**src/rtl/phase_shift_gen_if.sv**
```systemverilog
// Bus bundle for phase_shift_gen: control/config inputs and waveform outputs.
// Optional macro PHASE_DIR_EN adds the dir input (phase direction select).
interface phase_shift_gen_if #(
    parameter int unsigned W = 8
);
    logic         en;
    logic         load;
    logic [W-1:0] period_in;
    logic [W-1:0] phase_in;
`ifdef PHASE_DIR_EN
    logic         dir;
`endif
    logic         encA;
    logic         encB;
    logic         sync;
    logic         busy;

    // Stimulus side: drives control/config, observes waveforms.
    modport master (
        output en, load, period_in, phase_in,
`ifdef PHASE_DIR_EN
        output dir,
`endif
        input  encA, encB, sync, busy
    );

    // Generator side.
    modport slave (
        input  en, load, period_in, phase_in,
`ifdef PHASE_DIR_EN
        input  dir,
`endif
        output encA, encB, sync, busy
    );
endinterface

```
**src/rtl/phase_shift_gen.sv**
```systemverilog
// Quadrature-style square-wave pair with programmable period and phase lag.
// Config values are double-buffered (shadow -> active) and only switch at a
// period boundary, so a running waveform is never truncated.
// Optional macro PHASE_DIR_EN: adds bus.dir, which swaps lead/lag roles.
module phase_shift_gen #(
    parameter int unsigned W = 8
) (
    input  logic              clk,
    input  logic              rst,
    phase_shift_gen_if.slave  bus
);
    typedef enum logic {IDLE, RUN} state_t;

    state_t       state_q, state_d;
    logic [W-1:0] cnt_q, cnt_d;
    logic [W-1:0] p_q, p_d;
    logic [W-1:0] ph_q, ph_d;
    logic [W-1:0] ps_q, ps_d;
    logic [W-1:0] phs_q, phs_d;
    logic         enc_a_q, enc_a_d;
    logic         enc_b_q, enc_b_d;
    logic         sync_q, sync_d;
`ifdef PHASE_DIR_EN
    logic         dir_q, dir_d;
`endif

    logic [W-1:0] src_p, src_ph, new_p, new_ph, half, pcnt;
    logic         lead, lag;

    // Next-state, counter, config copy and waveform decode.
    always_comb begin
        state_d = state_q;
        cnt_d   = cnt_q;
        p_d     = p_q;
        ph_d    = ph_q;
        enc_a_d = 1'b0;
        enc_b_d = 1'b0;
        sync_d  = 1'b0;
`ifdef PHASE_DIR_EN
        dir_d   = dir_q;
`endif
        // A load coinciding with a boundary copy must win, so bypass the shadow.
        src_p  = bus.load ? bus.period_in : ps_q;
        src_ph = bus.load ? bus.phase_in  : phs_q;
        ps_d   = src_p;
        phs_d  = src_ph;
        new_p  = (src_p < W'(2)) ? W'(2) : src_p;
        new_ph = (src_ph > (new_p - W'(1))) ? (new_p - W'(1)) : src_ph;

        half = p_q >> 1;
        // Lagged count; cnt + (P - PH) stays below P so it never overflows W.
        pcnt = (cnt_q >= ph_q) ? (cnt_q - ph_q) : (cnt_q + (p_q - ph_q));
        lead = (cnt_q < half);
        lag  = (pcnt < half);

        case (state_q)
            IDLE: begin
                cnt_d = '0;
                if (bus.en) begin
                    state_d = RUN;
                    p_d     = new_p;
                    ph_d    = new_ph;
`ifdef PHASE_DIR_EN
                    dir_d   = bus.dir;
`endif
                end
            end
            RUN: begin
`ifdef PHASE_DIR_EN
                enc_a_d = dir_q ? lag  : lead;
                enc_b_d = dir_q ? lead : lag;
`else
                enc_a_d = lead;
                enc_b_d = lag;
`endif
                sync_d  = (cnt_q == '0);
                if (cnt_q == (p_q - W'(1))) begin
                    cnt_d = '0;
                    p_d   = new_p;
                    ph_d  = new_ph;
`ifdef PHASE_DIR_EN
                    dir_d = bus.dir;
`endif
                    if (!bus.en) begin
                        state_d = IDLE;
                    end
                end else begin
                    cnt_d = cnt_q + W'(1);
                end
            end
            default: begin
                state_d = IDLE;
                cnt_d   = '0;
            end
        endcase
    end

    // State and datapath registers with synchronous reset to defaults.
    always_ff @(posedge clk) begin
        if (rst) begin
            state_q <= IDLE;
            cnt_q   <= '0;
            p_q     <= W'(8);
            ph_q    <= W'(2);
            ps_q    <= W'(8);
            phs_q   <= W'(2);
            enc_a_q <= 1'b0;
            enc_b_q <= 1'b0;
            sync_q  <= 1'b0;
`ifdef PHASE_DIR_EN
            dir_q   <= 1'b0;
`endif
        end else begin
            state_q <= state_d;
            cnt_q   <= cnt_d;
            p_q     <= p_d;
            ph_q    <= ph_d;
            ps_q    <= ps_d;
            phs_q   <= phs_d;
            enc_a_q <= enc_a_d;
            enc_b_q <= enc_b_d;
            sync_q  <= sync_d;
`ifdef PHASE_DIR_EN
            dir_q   <= dir_d;
`endif
        end
    end

    assign bus.encA = enc_a_q;
    assign bus.encB = enc_b_q;
    assign bus.sync = sync_q;
    assign bus.busy = (state_q == RUN);
endmodule

```
**src/flat_wrapper.sv**
```systemverilog
// flat-port wrapper written by rule: the top's interface ports become plain ports
module phase_shift_gen_flat 
#(
    parameter int unsigned W = 8
)
  (clk, rst, bus_en, bus_load, bus_period_in, bus_phase_in, bus_encA, bus_encB, bus_sync, bus_busy);
  phase_shift_gen_if #(.W(W)) bus_i ();
  input  logic clk;
  input  logic rst;
  input wire logic [$bits(bus_i.en)-1:0] bus_en;
  input wire logic [$bits(bus_i.load)-1:0] bus_load;
  input wire logic [$bits(bus_i.period_in)-1:0] bus_period_in;
  input wire logic [$bits(bus_i.phase_in)-1:0] bus_phase_in;
  output wire logic [$bits(bus_i.encA)-1:0] bus_encA;
  output wire logic [$bits(bus_i.encB)-1:0] bus_encB;
  output wire logic [$bits(bus_i.sync)-1:0] bus_sync;
  output wire logic [$bits(bus_i.busy)-1:0] bus_busy;
  assign bus_i.en = bus_en;
  assign bus_i.load = bus_load;
  assign bus_i.period_in = bus_period_in;
  assign bus_i.phase_in = bus_phase_in;
  assign bus_encA = bus_i.encA;
  assign bus_encB = bus_i.encB;
  assign bus_sync = bus_i.sync;
  assign bus_busy = bus_i.busy;
  phase_shift_gen #(.W(W)) u_core (.clk(clk), .rst(rst), .bus(bus_i));
endmodule
```
**config.mk**
```make
export PLATFORM = sky130hd
export DESIGN_NAME = phase_shift_gen_flat
export DESIGN_NICKNAME = d
export VERILOG_FILES = /design/src/rtl/phase_shift_gen_if.sv /design/src/rtl/phase_shift_gen.sv /design/src/flat_wrapper.sv
export SDC_FILE = /design/constraint.sdc
export NUM_CORES = 1
export LEC_CHECK = 0
export BUFFER_PORTS_ARGS = -buffer_cell sky130_fd_sc_hd__buf_2
export CAP_MARGIN = 20
export CORE_ASPECT_RATIO = 1.4
export CORE_MARGIN = 2
export CORE_UTILIZATION = 55
export DETAILED_ROUTE_END_ITERATION = 10
export GPL_ROUTABILITY_DRIVEN = 0
export GPL_TIMING_DRIVEN = 0
export HOLD_SLACK_MARGIN = 0.02
export MAX_ROUTING_LAYER = met4
export PLACE_DENSITY = 0.83
export SLEW_MARGIN = 20
export SYNTH_ARGS = -nofsm -noshare
export SYNTH_HDL_FRONTEND = slang
export SYNTH_SLANG_ARGS = --single-unit
```
**constraint.sdc**
```tcl
create_clock -name clk -period 3.47 [get_ports clk]
set_input_delay 0 -clock clk [delete_from_list [all_inputs] [get_ports clk]]
set_output_delay 0 -clock clk [all_outputs]
set_load 0.05 [all_outputs]
```
==> results.json <==
{
  "cp_slowest_cell": "dfxtp_4",
  "max_slew_margin_pct": 61.57,
  "ios": 24,
  "yosysWarningCount": 0,
  "setup_ws_ps": -120.5,
  "stdcell_area_um2": 4093,
  "rsz0062_at_grt": "true",
  "rr_startpoint": "u_core.cnt_q[0]$_SDFF_PP0_",
  "clkSlewWorstSetupHoldPaths_ps": 80,
  "async_reset_ff_share_pct": 0,
  "yosys.area.top_type": "dfxtp_1",
  "hold_path_startpoint": "bus_en",
  "clockRootBuffer": "clkbuf_8",
  "seqCellArea_um2": 895.9,
  "post-route-util_pct": 65.89,
  "p_leak_nw": 1.909,
  "vias_per_cell": 5.878,
  "ys_ff_latch": 44,
  "cp_max_fo": 8,
  "power.density_nw_per_um2": 390.6,
  "finalSetupViolations": 1,
  "hold_violations": 0,
  "port_buffers": 22,
  "cp_top_family": "compound AO/OA/AOI/OAI gates",
  "r2r_end": "u_core.bus.encB$_SDFF_PP0_",
  "cts_num_sinks": 44,
  "violations": "setup timing",
  "ctsHtreeMaxLevel": 2,
  "grt_pass1_vias": 3250,
  "hp-class": "in -> reg",
  "rows": 34,
  "cts_tree": "done",
  "drtPass1Iterations": 5,
  "reg2reg_slack_ps": -120,
  "grt_max_degree": 13,
  "final_cells": 533,
  "clock_latency_ps": 300,
  "maxSlewViolCount": 0,
  "postSynthCellCount": 411,
  "synth_top_area_share_pct": 25.01,
  "synth_cell_types": 55,
  "syn_avg_cell_area_um2": 8.570,
  "drive_gt1_share_pct": 19.52,
  "ys.flop_type": "dfxtp_1",
  "rr_worst_depth": 18,
  "synth_area_um2": 3522,
  "antenna_found_initial": 0,
  "chipWidth_um": 71.63,
  "grt_overflow": 0,
  "crit_type": "reg -> reg",
  "area_growth_pct": 16.20,
  "cts_buffers": 5,
  "grt_pass1_wl_mm": 14.79,
  "worst-slew-pin-transition_ps": 576.5,
  "start_kind": "flop",
  "multiInputGateArea_um2": 2455,
  "whs_endpoint": "u_core.bus.busy$_SDFF_PP0_",
  "cpMostUsedCell": "a21oi_2",
  "vias": 3133,
  "layout_commonest_cell": "inv_1",
  "cp_num_buf_inv": 3,
  "worstPathRequired_ps": 3690,
  "yosysSeqAreaShare_pct": 25.01,
  "wl_mm": 8.910,
  "nNetsFinal": 526,
  "place_area_um2": 3735,
  "dp_cells": 505,
  "remaining_drc_errors": 0,
  "synth_edf_count": 0,
  "skew_ps": 9.339,
  "worstPathCellList": "inv_4 > ha_4 > inv_2 > fa_2 > a21o_1 > a21oi_4 > a21oi_2 > a211o_1 > o22ai_2 > buf_6 > mux2i_1 > ha_1 > and4_1 > a21oi_2 > nand2_1 > a221oi_2 > nand3_1 > a211oi_2",
  "worst_ir_drop_vdd_mv": 0.3684,
  "end_kind": "flop",
  "slowest_delay_ps": 360,
  "n_fill_cell": 488,
  "cts.path.max_buffers": 2,
  "dieHeight_um": 98.69,
  "drt_iter0_markers": 180,
  "period_minus_slack_ps": 3590,
  "start_util_pct": 56.71,
  "fin_crit_sh_pct": 103.5,
  "dp.final_hpwl_mm": 6.793,
  "dieArea_um2": 7069,
  "holdPathStages": 3,
  "ant_nets": 0,
  "synth_nets": 477,
  "num_antenna_cells": 0,
  "fmaxAchievable_mhz": 278.5,
  "ys_top_cells_by_area": "dfxtp_1 (25%), ha_1 (13%), mux2i_1 (7.7%)",
  "wl_per_cell_um": 16.72,
  "status": "finished with violations",
  "core_um2": 6211,
  "final_cell_mix": "inv_1 (47), nor2_1 (45), dfxtp_1 (38)",
  "maxCapViolCount": 0,
  "track_usage_pct": 26.89,
  "critPathArrivalTime_ps": 3810
}
-- report_power, final --
group	total, mW	internal (mW)	switching (mW)
sequential	0.564	0.537	0.0277
clock	0.340	0.163	0.178
combinational	0.694	0.311	0.382
total	1.60	1.01	0.588
-- area by class of cell --
type	count	area share [%]
plain buffers	11	2.018
clock buffers	8	2.201
inverters	51	4.739
multi-input cells	304	59.98
flip-flops and latches	44	21.89
well taps	72	2.201
repair buffers	43	6.970
-- kinds of logic after synthesis --
family,Yosys count,share of synthesized area (%)
muxes,35,10.55
DFF,44,25.01
and+or+nand+nor,123,17.55
xor gates and xnor gates,27,6.714
adders and majority gates,46,18.05
AOI/OAI and AO/OA,73,14.81
buffers and inverters,63,7.318
-- sequential cells by signal, summed over array words and instances (netlist names) --
register and count:
u_core.p_q 8, u_core.ph_q 8, u_core.ps_q 8, u_core.phs_q 8
u_core.bus.encA 1, u_core.bus.busy 1, u_core.bus.encB 1, u_core.bus.sync 1
u_core.cnt_q 8
-- cell usage after synthesis, types with 4 or more instances --
cell type / n
inv_1: 50
nor2_1: 45
dfxtp_1: 44
ha_1: 38
mux2i_1: 27
a21oi_1: 20
xnor2_1: 16
nand3_1: 15
nand2_1: 14
nor3_1: 11
xor2_1: 11
o21ai_0: 10
a21o_1: 9
fa_1: 8
mux2_2: 7
nor2b_1: 6
a211oi_2: 5
buf_2: 5
clkbuf_1: 5
nand2b_1: 5
nor4_1: 4
-- timing repair --
action	4_1_cts	5_1_grt
hold endpoints to repair	7	0
hold buffers	7	0
pin swaps	3	16
resized for setup	21	9
endpoints found under the setup margin	8	9
buffers inserted	6	8
-- per-layer routing --
metal | global-route usage, % | vias to the layer above | wire length, um
met1 | 26.42 | 1471 | 3334
li1 | - | 1521 | -
met5 | - | - | 0
met4 | 15.09 | 0 | 499
met2 | 49.72 | 106 | 4782
met3 | 3.170 | 35 | 293
-- worst max-delay path by stage --
| stage | start | cells past startpoint | endpoint |
|---|---|---|---|
| 5_1_grt | u_core.cnt_q[0]$_SDFF_PP0_ | 19 | u_core.bus.encB$_SDFF_PP0_ |
| 3_3_place_gp | u_core.cnt_q[0]$_SDFF_PP0_ | 18 | u_core.bus.encB$_SDFF_PP0_ |
| 4_1_cts | u_core.cnt_q[0]$_SDFF_PP0_ | 18 | u_core.bus.encB$_SDFF_PP0_ |
| 6_report | u_core.cnt_q[0]$_SDFF_PP0_ | 18 | u_core.bus.encB$_SDFF_PP0_ |
| 2_1_floorplan | u_core.cnt_q[0]$_SDFF_PP0_ | 18 | u_core.bus.encB$_SDFF_PP0_ |
| 3_5_place_dp | u_core.cnt_q[0]$_SDFF_PP0_ | 18 | u_core.bus.encB$_SDFF_PP0_ |
-- metrics by stage --
| step | power, mW | setup slack, ps | TNS, ps | hold slack, ps |
|---|---|---|---|---|
| floorplan | 1.040 | 15.67 | 0 | 166.7 |
| global placement | 1.163 | -413.8 | -1062 | 263.1 |
| detailed placement | 1.186 | -578.7 | -1244 | 283.4 |
| CTS | 1.551 | -132.7 | -132.7 | 26.07 |
| global route | 1.695 | -253.5 | -496.0 | 53.07 |
| finish | 1.599 | -120.5 | -120.5 | 20.51 |
-- worst reg2reg max path, cell delays in order (launching register included) --
cell      delay (ps)
dfxtp_4          360
inv_4             60
ha_4             130
inv_2             60
fa_2             360
a21o_1           220
a21oi_4          210
a21oi_2           70
a211o_1          260
o22ai_2          180
buf_6            170
mux2i_1          200
ha_1             270
and4_1           220
a21oi_2          120
nand2_1           90
a221oi_2         250
nand3_1          120
a211oi_2         170
No activity file was read; power rests on OpenSTA's default activity.
